## src/rtl/mem_access_ctrl.sv

```systemverilog
// mem_access_ctrl: MEM-stage load/store sequencer with lane formatting and read-modify-write merge
module mem_access_ctrl #(
    parameter int DM_ADDRESS = 9,
    parameter int DATA_W     = 32
) (
    input  logic                  clk,
    input  logic                  reset_n,
    input  logic                  req_valid,
    output logic                  req_ready,
    input  logic                  req_we,
    input  logic [2:0]            req_funct3,
    input  logic [DM_ADDRESS-1:0] req_addr,
    input  logic [DATA_W-1:0]     req_wdata,
    output logic                  resp_valid,
    output logic [DATA_W-1:0]     resp_rdata,
    output logic                  resp_err,
    output logic [DM_ADDRESS-1:0] mem_addr,
    output logic                  mem_rd,
    output logic                  mem_wr,
    output logic [DATA_W-1:0]     mem_wdata,
    input  logic [DATA_W-1:0]     mem_rdata
);
    typedef enum logic [2:0] {IDLE, RD, CAP, WR, RESP} state_t;

    state_t                state_q, state_d;
    logic                  we_q, we_d;
    logic [2:0]            f3_q, f3_d;
    logic [DM_ADDRESS-1:0] addr_q, addr_d;
    logic [DATA_W-1:0]     wdata_q, wdata_d;
    logic [DATA_W-1:0]     rdata_q, rdata_d;
    logic                  err_q, err_d;

    logic                  req_illegal;
    logic [4:0]            sh;
    logic [15:0]           lane;
    logic [DATA_W-1:0]     ld_fmt;
    logic [DATA_W-1:0]     st_mask;
    logic [DATA_W-1:0]     st_ins;
    logic [DATA_W-1:0]     st_merge;

    // wdata_q carries the store data until CAP, then the merged word that WR writes out
    assign req_ready  = state_q == IDLE;
    assign mem_rd     = state_q == RD;
    assign mem_wr     = state_q == WR;
    assign mem_addr   = (mem_rd || mem_wr) ? {addr_q[DM_ADDRESS-1:2], 2'b00} : '0;
    assign mem_wdata  = mem_wr ? wdata_q : '0;
    assign resp_valid = state_q == RESP;
    assign resp_err   = resp_valid && err_q;
    assign resp_rdata = rdata_q;

    // classify the incoming request: unsupported funct3 or misaligned halfword/word
    always_comb begin
        req_illegal = req_we ? (req_funct3[2] || req_funct3[1:0] == 2'b11)
                             : (req_funct3[1:0] == 2'b11 || req_funct3 == 3'b110);
        req_illegal = req_illegal
                    || (req_funct3[1:0] == 2'b01 && req_addr[0])
                    || (req_funct3[1:0] == 2'b10 && req_addr[1:0] != 2'b00);
    end

    // lane extraction for loads and lane insertion for partial stores, using the latched request
    always_comb begin
        sh       = {addr_q[1:0], 3'b000};
        lane     = 16'(mem_rdata >> sh);
        ld_fmt   = f3_q[1] ? mem_rdata
                 : f3_q[0] ? {{(DATA_W-16){~f3_q[2] & lane[15]}}, lane}
                 :           {{(DATA_W-8){~f3_q[2] & lane[7]}}, lane[7:0]};
        st_mask  = (f3_q[0] ? DATA_W'(16'hFFFF) : DATA_W'(8'hFF)) << sh;
        st_ins   = (f3_q[0] ? DATA_W'(wdata_q[15:0]) : DATA_W'(wdata_q[7:0])) << sh;
        st_merge = (mem_rdata & ~st_mask) | st_ins;
    end

    // next-state and register updates for the access sequence
    always_comb begin
        state_d = state_q;
        we_d    = we_q;
        f3_d    = f3_q;
        addr_d  = addr_q;
        wdata_d = wdata_q;
        rdata_d = rdata_q;
        err_d   = err_q;
        case (state_q)
            IDLE: if (req_valid) begin
                we_d    = req_we;
                f3_d    = req_funct3;
                addr_d  = req_addr;
                wdata_d = req_wdata;
                err_d   = req_illegal;
                rdata_d = req_illegal ? '0 : rdata_q;
                state_d = req_illegal ? RESP : (req_we && req_funct3 == 3'b010) ? WR : RD;
            end
            RD: state_d = CAP;
            CAP: begin
                wdata_d = we_q ? st_merge : wdata_q;
                rdata_d = we_q ? rdata_q : ld_fmt;
                state_d = we_q ? WR : RESP;
            end
            WR: begin
                rdata_d = '0;
                state_d = RESP;
            end
            RESP:    state_d = IDLE;
            default: state_d = IDLE;
        endcase
    end

    // state and latched request registers; reset aborts any access in flight
    always_ff @(posedge clk or negedge reset_n) begin
        if (!reset_n) begin
            state_q <= IDLE;
            we_q    <= 1'b0;
            f3_q    <= '0;
            addr_q  <= '0;
            wdata_q <= '0;
            rdata_q <= '0;
            err_q   <= 1'b0;
        end else begin
            state_q <= state_d;
            we_q    <= we_d;
            f3_q    <= f3_d;
            addr_q  <= addr_d;
            wdata_q <= wdata_d;
            rdata_q <= rdata_d;
            err_q   <= err_d;
        end
    end
endmodule
```

## config.mk

```make
export PLATFORM = sky130hd
export DESIGN_NAME = mem_access_ctrl
export DESIGN_NICKNAME = d
export VERILOG_FILES = /design/src/rtl/mem_access_ctrl.sv
export SDC_FILE = /design/constraint.sdc
export NUM_CORES = 1
export LEC_CHECK = 0
export BUFFER_PORTS_ARGS = -buffer_cell sky130_fd_sc_hd__buf_2
export CAP_MARGIN = 20
export CORE_MARGIN = 5
export CORE_UTILIZATION = 50
export DETAILED_ROUTE_END_ITERATION = 16
export PLACE_DENSITY = 0.79
export SYNTH_ARGS = -nofsm -noshare
export SYNTH_HDL_FRONTEND = slang
export SYNTH_SLANG_ARGS = --single-unit
```

## constraint.sdc

```tcl
create_clock -name clk -period 2.2 [get_ports clk]
set_input_delay 0.11 -clock clk [delete_from_list [all_inputs] [get_ports clk]]
set_output_delay 0.11 -clock clk [all_outputs]
set_load 0.02 [all_outputs]
```

==> flow_metrics.env, run 1 <==
export IMPL_status="complete, no violations"
export IMPL_hold_class="in -> reg"
export IMPL_core_area_sq_um=9280
export IMPL_critPathRequiredTime_ps=2500
export IMPL_die_w_um=108
export IMPL_rows=35
export IMPL_portBuffers=155
export IMPL_rsz0062_at_grt="no"
export IMPL_cts_sinks=81
export IMPL_synth_async_reset_ratio_pct=100
export IMPL_cp_max_fo=16
export IMPL_wl_um=16500
export IMPL_avgViaCountPerCell=6.26
export IMPL_layout_drive_gt1_share_pct=32.7
export IMPL_ys_flop_type="dfrtp_1"
export IMPL_skew_ps=11.1
export IMPL_cts_max_level=3
export IMPL_clk_latency_ps=360
export IMPL_num_io_pins=158
export IMPL_finalSetupTns_ps=0
export IMPL_maxCapViolations=0
export IMPL_synth_edf_count=0
export IMPL_syn_inst=525
export IMPL_p_per_area_nw_per_um2=1400
export IMPL_wire_per_inst_um=20.6
export IMPL_synthToLayoutAreaGrowth_pct=25.1
export IMPL_arrival_ps=2310
export IMPL_place_congestion=0.906
export IMPL_p_leak_nw=2.95
export IMPL_fin_crit_ps=2010
export IMPL_cts_buffers=9
export IMPL_first_iter_violations=503
export IMPL_finalCritPeriodShare_pct=91.2
export IMPL_ys_ff_latch=81
export IMPL_cts_buffer_depth=2
export IMPL_yosys_warnings=0
export IMPL_nFillCells=809
export IMPL_dp_hpwl_um=12300
export IMPL_drc=0
export IMPL_grt_overflow=0
export IMPL_antenna_cells=0
export IMPL_synth_cell_type_count=51
export IMPL_start_util_pct=51.5
export IMPL_drtPass1Iterations=5
export IMPL_syn_area_sq_um=4780
export IMPL_irDropWorstVdd_mv=0.479
export IMPL_die_h_um=108
export IMPL_grt_max_degree=47
export IMPL_vias=5041
export IMPL_postRouteAntennaNets=0
export IMPL_path_clk_slew_ps=90
export IMPL_worstSetupPathType="reg -> reg"
export IMPL_fmax_mhz=498
export IMPL_p_total_mw=8.39
export IMPL_post_cts_buffers=0
export IMPL_grt_first_pass_wirelength_um=26200
export IMPL_tightest_slew_ps=645
export IMPL_setup_viol=0
export IMPL_first_global_vias=4854
export IMPL_final_hold_viol_count=0
export IMPL_yosysSeqAreaShare_pct=42.4
export IMPL_cts_root_buf="clkbuf_8"
export IMPL_relSlewSlack_pct=56.9
export IMPL_startpoint_type="register"
export IMPL_avgSynthCellArea_sq_um=9.11
export IMPL_tritoncts="yes"
export IMPL_crit_path_end_kind="register"
export IMPL_ctsResizeCount=0
export IMPL_grt_usage_pct=28.8
export IMPL_nets=751
export IMPL_slew_viol_final=0
export IMPL_dieArea_sq_um=11600
export IMPL_antenna_found_initial=0
flip-flops by register name, summed over array words and instances (netlist names):
name        cells
we_q            1
err_q           1
f3_q            3
addr_q          9
wdata_q        32
resp_rdata     32
state_q         3
cells in the final DEF, fill, tap and decap left out, types with 2 or more instances in the layout:
master | netlist | layout
nor3b_1 | 2 | 2
and2_1 | 16 | 16
buf_12 | 0 | 3
dfrtp_1 | 81 | 81
a221o_1 | 27 | 27
nand3_1 | 13 | 13
mux2i_1 | 8 | 8
o22a_1 | 14 | 14
nand2b_1 | 7 | 7
clkbuf_8 | 0 | 10
a221oi_1 | 6 | 6
a22oi_1 | 2 | 2
conb_1 | 1 | 2
buf_4 | 3 | 20
a211oi_1 | 8 | 8
a2bb2oi_1 | 7 | 7
a21oi_1 | 40 | 39
clkinvlp_4 | 0 | 3
or4_1 | 2 | 2
o22ai_1 | 17 | 17
nor4b_2 | 1 | 2
nor2b_1 | 12 | 11
nand2_1 | 32 | 32
o211ai_1 | 9 | 9
nand3b_1 | 3 | 3
o21ai_1 | 7 | 7
nor2_1 | 31 | 31
mux2_2 | 19 | 19
and3_1 | 32 | 32
nor3_1 | 3 | 3
o21ai_0 | 46 | 46
nand4_1 | 7 | 7
buf_2 | 6 | 154
dlygate4sd3_1 | 0 | 9
inv_1 | 3 | 3
timing repair:
action / CTS / global route
hold endpoints to repair: 43 / 0
hold buffers: 9 / 0
endpoints found under the setup margin: 0 / 0
final cells by class:
cell class	count	area, sq um	share of cell area [%]
Sequential cell	81	2030	33.9
Multi-Input combinational cell	388	2520	42.2
Clock buffer	11	141	2.36
Clock inverter	5	40.0	0.669
Inverter	5	18.8	0.314
Timing Repair Buffer	186	1070	17.9
Tap cell	129	161	2.70
kinds of logic after synthesis:
group / after synthesis / share of synthesized area (%)
AO/OA/AOI/OAI: 189 / 26.8
AND/OR/NAND/NOR: 169 / 19.2
multiplexers: 27 / 6.15
XOR/XNOR: 1 / 0.183
other: 1 / 0.0784
flip-flops: 81 / 42.4
buffers and inverters: 57 / 5.18
worst max-delay path, cell delays in order, from the launching register on:
cell and delay, ps:
dfrtp_1 490, or3b_1 440, or4_4 450, a21oi_4 380, a221o_1 190
routing by layer:
layer / global-route usage [%] / wire length [um] / part of all wire (%)
met2: 47.0 / 8260 / 50
met3: 6.48 / 1290 / 7.8
met5: 0 / 0 / 0
met4: 10.8 / 513 / 3.1
met1: 37.3 / 6490 / 39
synth_stat cells, drive strengths merged (2+ instances only):
master,instances,area [sq um]
o21ai,53,265
a21oi,41,216
mux2,19,214
buf,15,90.1
mux2i,8,80.1
nand3,13,65.1
nor3b,3,27.5
nor4b,2,23.8
clkbuf,37,139
o211ai,9,67.6
a221o,27,270
a221oi,6,52.6
and2,16,100
dfrtp,81,2030
a2bb2oi,7,61.3
nor2b,12,75.1
o22a,14,123
inv,4,15.0
nand3b,3,22.5
a211oi,8,60.1
nand2,32,120
and3,32,200
nor3,4,25.0
nand4,7,43.8
or4,3,26.3
nor2,31,116
nand2b,7,43.8
o22ai,17,106
a22oi,2,15.0
worst paths after layout:
kind | start | endpoint | slack [ps] | cells after the start
min in group asynchronous | reset_n | addr_q[5] | 250 | 2
max in group asynchronous | reset_n | resp_rdata[1] | 1320 | 3
worst max-delay path | state_q[0] | resp_rdata[16] | 190 | 4
worst min-delay path | req_addr[0] | addr_q[0] | 20 | 3
worst max register to register | state_q[0] | resp_rdata[16] | 190 | 4
worst min register to register | wdata_q[17] | wdata_q[17] | 490 | 2
through the flow:
| stage | util (%) | hold WS [ps] | setup WS (ps) | cell area, sq um | instances |
|---|---|---|---|---|---|
| after floorplan | - | -186 | 226 | 4780 | 526 |
| after global placement | 61.5 | 97.4 | 273 | 5710 | 780 |
| after detailed placement | 61.5 | 108 | 199 | 5710 | 780 |
| after CTS | 64.4 | 3.11 | 187 | 5980 | 805 |
| after global routing | 64.4 | 30.1 | 70.5 | 5980 | 805 |
| final | 64.4 | 19.1 | 193 | 5980 | 805 |
report_power, final:
group	total, mW	internal, mW	switching (mW)
combinational	4.49	1.79	2.70
sequential	2.86	2.20	0.653
clock	1.04	0.447	0.593
total	8.39	4.44	3.95
Power figures use the tool's default switching activity.
==> run 2: changes to the inputs <==
--- a/constraint.sdc
+++ b/constraint.sdc
@@ -3,2 +3,2 @@
 set_output_delay 0.11 -clock clk [all_outputs]
-set_load 0.02 [all_outputs]
+set_load 0.1 [all_outputs]
==> run 2 against run 1 <==
  * Power is 28% higher
  * Clock power hardly changed
  * Count of clock-buffer cells in the layout is 2 lower
  * Sequential cell count stayed put
  * Register-to-register slack worse by 70 ps
  * Global-route usage is 0.56 points lower
  * Die area stayed put
  * Via count hardly changed
  * Non-clock buffer count is 5 higher
  * Hold slack worse by 15 ps
  * Critical endpoint is now resp_rdata[21]
==> flow_metrics.env, run 2 (synthesis gave the netlist of run 1 again) <==
export IMPL_status="complete, no violations"
export IMPL_met3_usage_pct=5.46
export IMPL_grt_first_pass_wirelength_um=25900
export IMPL_fin_crit_ps=2080
export IMPL_postRouteAntennaNets=0
export IMPL_cts_max_level=3
export IMPL_r2r_slack_ps=120
export IMPL_drc=0
export IMPL_mostFrequentLayoutCell="buf_2"
export IMPL_drtPass1Iterations=5
export IMPL_num_io_pins=158
export IMPL_dieArea_sq_um=11600
export IMPL_antenna_cells=0
export IMPL_cts_sinks=81
export IMPL_path_clk_slew_ps=90
export IMPL_cts_buffer_depth=2
export IMPL_die_w_um=108
export IMPL_clk_latency_ps=360
export IMPL_setup_slack_ps=121
export IMPL_first_iter_violations=449
export IMPL_rows=35
export IMPL_p_per_area_nw_per_um2=1660
export IMPL_startpoint_type="register"
export IMPL_die_h_um=108
export IMPL_core_area_sq_um=9280
export IMPL_start_util_pct=51.5
export IMPL_place_congestion=0.932
export IMPL_final_hold_viol_count=0
export IMPL_first_global_vias=5022
export IMPL_slew_viol_final=0
export IMPL_portBuffers=155
export IMPL_setup_viol=0
export IMPL_met2_usage_pct=47.8
export IMPL_p_leak_nw=3.06
export IMPL_worstSetupPathType="reg -> reg"
export IMPL_relSlewSlack_pct=54.2
export IMPL_grt_util_met1_pct=36.3
export IMPL_tritoncts="yes"
export IMPL_finalSetupTns_ps=0
export IMPL_critPathRequiredTime_ps=2440
export IMPL_cts_buffers=9
export IMPL_fmax_mhz=481
export IMPL_busiest_layer="met2"
export IMPL_grt_max_degree=82
export IMPL_finalCritPeriodShare_pct=94.5
export IMPL_holdWs_ps=4.32
export IMPL_antenna_found_initial=0
export IMPL_dp_hpwl_um=12200
export IMPL_vias=5036
export IMPL_irDropWorstVdd_mv=0.966
export IMPL_rsz0062_at_grt="no"
export IMPL_avgViaCountPerCell=6.21
export IMPL_synthToLayoutAreaGrowth_pct=35.4
export IMPL_crit_path_end_kind="register"
export IMPL_wire_per_inst_um=20.1
export IMPL_cp_max_fo=16
export IMPL_place_worst_setup_slack_ps=4.97
export IMPL_maxCapViolations=0
export IMPL_post_cts_buffers=0
export IMPL_cts_root_buf="clkbuf_8"
export IMPL_layout_drive_gt1_share_pct=33.6
export IMPL_grt_usage_pct=28.2
export IMPL_arrival_ps=2320
export IMPL_tightest_slew_ps=685
export IMPL_hold_class="in -> reg"
export IMPL_skew_ps=13.2
export IMPL_final_cell_mix="127 x buf_2, 81 x dfrtp_1, 46 x o21ai_0"
export IMPL_grt_overflow=0
export IMPL_nets=757
export IMPL_wl_um=16300
## run 2: cell type report
class / count / area, sq um
Inverter: 5 / 18.8
Clock inverter: 7 / 53.8
Fill cell: 733 / 2810
Tap cell: 129 / 161
Clock buffer: 9 / 124
Timing Repair Buffer: 191 / 1530
Multi-Input combinational cell: 389 / 2560
Sequential cell: 81 / 2030
## run 2: what timing repair did
action                                 in CTS  in global routing
setup endpoints to repair                  30                 27
gates resized for setup                     2                  1
hold buffers                               10                  0
gates cloned                                0                  1
endpoints found under the hold margin      90                  0
## run 2: worst paths after layout
kind	from	end	cells after the start
setup / recovery	state_q[0]	resp_rdata[21]	6
max in group asynchronous	reset_n	resp_rdata[25]	3
min in group asynchronous	reset_n	addr_q[5]	2
hold reg to reg	wdata_q[17]	wdata_q[17]	2
hold / removal	req_addr[0]	addr_q[0]	3
setup reg to reg	state_q[0]	resp_rdata[21]	6
## run 2: layer usage
metal | vias up | part of all wire (%)
li1 | 2272 | -
met5 | - | 0
met2 | 275 | 50
met4 | 0 | 2.4
met1 | 2455 | 39
met3 | 34 | 8.6
## run 2: power breakdown
group | total, mW | internal [mW] | switching (mW) | leakage, nW
clock network | 1.02 | 0.417 | 0.606 | 0.0822
registers | 2.86 | 2.20 | 0.655 | 1.01
logic | 6.87 | 1.94 | 4.93 | 1.97
total | 10.8 | 4.56 | 6.19 | 3.06
## run 2: worst max-delay path, stage by stage (launching register included)
cell	delay, ps
dfrtp_1	450
nor4b_2	440
buf_4	190
nand3_1	90
and2_1	200
buf_4	210
a221o_1	370
## run 2: stage by stage
step	instance area [sq um]	util, %	std cells	total power, mW
after floorplan	4800	-	526	7.99
after global placement	6140	66.2	783	9.46
after detailed placement	6140	66.2	783	9.64
after CTS	6430	69.3	809	10.7
after global routing	6470	69.7	811	11.3
final	6470	69.7	811	10.8
==> run 3: changes to the inputs <==
ABC_AREA = 1   (was not set)
CAP_MARGIN = not set   (was 20)
clock period = 2.52 ns   (was 2.2 ns; I/O delays follow)
==> run 3 against run 2 <==
  * Clock skew is 4.9 ps lower
  * Power is 27% lower
  * Via count is 7.6% higher
  * Setup slack better by 370 ps
  * Design area is 3.1% lower
==> flow_metrics.env, run 3 <==
export IMPL_status="complete, no violations"
export IMPL_synth_edf_count=0
export IMPL_yosysMostFrequentCell="nand2_1"
export IMPL_cp_max_fo=32
export IMPL_start_util_pct=50.9
export IMPL_power_switching_mw=4.47
export IMPL_mostFrequentLayoutCell="nand2_1"
export IMPL_synthToLayoutAreaGrowth_pct=27.2
export IMPL_postRouteAntennaNets=0
export IMPL_vias=5417
export IMPL_avgViaCountPerCell=5.28
export IMPL_finalCritPeriodShare_pct=80.7
export IMPL_rsz0062_at_grt="no"
export IMPL_final_hold_viol_count=0
export IMPL_num_io_pins=158
export IMPL_syn_area_sq_um=4930
export IMPL_antenna_found_initial=0
export IMPL_worstSetupPathType="reg -> out"
export IMPL_portBuffers=155
export IMPL_place_congestion=0.990
export IMPL_grt_util_met1_pct=38.3
export IMPL_finalSetupTns_ps=0
export IMPL_placed_area_sq_um=5990
export IMPL_rows=36
export IMPL_wl_um=16000
export IMPL_hold_class="in -> reg"
export IMPL_startpoint_type="register"
export IMPL_synth_async_reset_ratio_pct=100
export IMPL_cts_max_level=3
export IMPL_internal_power_mw=3.40
export IMPL_place_worst_setup_slack_ps=560
export IMPL_cts_root_buf="clkbuf_8"
export IMPL_synth_area_leader_cell="dfrtp_1"
export IMPL_swShare_pct=56.8
export IMPL_yosysSeqAreaShare_pct=41.1
export IMPL_nets=968
export IMPL_syn_inst=752
export IMPL_clkPwrFrac_pct=14.0
export IMPL_setup_slack_ps=487
export IMPL_first_global_vias=4958
export IMPL_core_area_sq_um=9680
export IMPL_fin_crit_ps=2030
export IMPL_cts_buffers=9
export IMPL_critPathRequiredTime_ps=2390
export IMPL_irDropWorstVdd_mv=0.880
export IMPL_ys_ff_latch=81
export IMPL_combPwrFrac_pct=58.4
export IMPL_p_seq_share_pct=27.6
export IMPL_p_leak_nw=3.40
export IMPL_fmax_mhz=492
export IMPL_slew_viol_final=0
export IMPL_die_h_um=109
export IMPL_grt_first_pass_wirelength_um=25300
export IMPL_die_w_um=109
export IMPL_drc=0
export IMPL_dp_hpwl_um=11800
export IMPL_p_per_area_nw_per_um2=1250
export IMPL_synth_area_leaders="dfrtp_1 41%, nand2_1 21%, nor2_1 5.9%, o21ai_1 4.8%, inv_1 4.6%"
export IMPL_cts_sinks=81
export IMPL_wire_per_inst_um=15.6
export IMPL_antenna_cells=0
export IMPL_drtPass1Iterations=5
export IMPL_grt_overflow=0
export IMPL_fin_area_sq_um=6270
export IMPL_yosys_warnings=0
export IMPL_busiest_layer="met2"
export IMPL_synth_cell_type_count=26
export IMPL_met3_usage_pct=4.44
export IMPL_grt_usage_pct=27.3
export IMPL_avgSynthCellArea_sq_um=6.55
export IMPL_arrival_ps=1910
export IMPL_cts_buffer_depth=2
export IMPL_layout_drive_gt1_share_pct=26.7
export IMPL_final_cell_mix="273 x nand2_1, 154 x buf_2, 81 x dfrtp_1"
export IMPL_grt_max_degree=82
export IMPL_maxCapViolations=0
export IMPL_ys_flop_type="dfrtp_1"
export IMPL_relSlewSlack_pct=31.1
export IMPL_ctsResizeCount=0
export IMPL_nFillCells=899
export IMPL_setup_viol=0
export IMPL_netlist_area_leader_share_pct=41.1
export IMPL_dieArea_sq_um=11900
export IMPL_tightest_slew_ps=1030
export IMPL_path_clk_slew_ps=80
export IMPL_met2_usage_pct=42.1
export IMPL_clk_latency_ps=360
export IMPL_first_iter_violations=447
export IMPL_crit_path_end_kind="output port"
export IMPL_skew_ps=8.23
export IMPL_synth_commonest_cells="273 x nand2_1, 81 x dfrtp_1, 77 x nor2_1"
export IMPL_tritoncts="yes"
==> run 3: metal layers <==
metal	vias to the layer above	share of wire, %
li1	2651	-
met1	2462	42
met2	268	46
met3	36	9.1
met4	0	2.6
met5	-	0
==> run 3: layout make-up <==
cell class                      instances  area, sq um  area share [%]
Clock inverter                          5         77.6            1.24
Multi-Input combinational cell        555         2660            42.4
Inverter                               72          270            4.31
Sequential cell                        81         2030            32.3
Clock buffer                           11          151            2.41
Timing Repair Buffer                  169          921            14.7
Tap cell                              133          166            2.65
==> run 3: cell families (layout without fill, tap and decap cells) <==
| group | count (synthesis) | after routing | synth area share [%] |
|---|---|---|---|
| flip-flops | 81 | 81 | 41.1 |
| other | 1 | 2 | 0.0761 |
| buffers and inverters | 117 | 257 | 10.1 |
| AND/OR/NAND/NOR | 399 | 399 | 32.3 |
| AO/OA/AOI/OAI | 154 | 154 | 16.4 |
==> run 3: metrics by stage <==
stage          utilization, %  cells  hold slack, ps  power [mW]
3_3_place_gp             61.9   1005             364        6.64
3_5_place_dp             61.9   1005             378        6.74
6_report                 64.8   1026            12.4        7.87
4_1_cts                  64.8   1026            1.82        7.87
2_1_floorplan               -    753            -170        5.86
5_1_grt                  64.8   1026           0.348        8.38
==> run 3: path summary, 6_finish.rpt <==
path / startpoint / end / slack [ps] / cells after the start
worst max-delay path: state_q[2] / mem_wdata[27] / 490 / 7
worst min-delay path: req_addr[8] / addr_q[8] / 10 / 3
worst max register to register: addr_q[1] / wdata_q[20] / 500 / 9
worst min register to register: err_q / err_q / 480 / 1
max in group asynchronous: reset_n / resp_rdata[16] / 1390 / 2
min in group asynchronous: reset_n / wdata_q[18] / 480 / 2
==> run 3: worst max-delay path, stage by stage (launching register included) <==
cell and delay [ps]:
dfrtp_1 410, inv_2 110, nand2_1 100, nor2_4 100
inv_2 50, buf_12 200, nor2_4 110, buf_2 430
==> run 3: repair_timing <==
action	4_1_cts	5_1_grt
hold buffers	5	0
setup endpoints to repair	0	0
hold endpoints to repair	85	0
setup buffers	0	0
==> run 3: power by group through the flow <==
stage / clock [mW] / combinational (mW) / sequential [mW]
global placement: 0 / 4.47 / 2.17
CTS: 1.13 / 4.57 / 2.16
finish: 1.10 / 4.59 / 2.17
global route: 1.17 / 4.98 / 2.23
floorplan: 0 / 3.06 / 2.80
detailed placement: 0 / 4.56 / 2.18
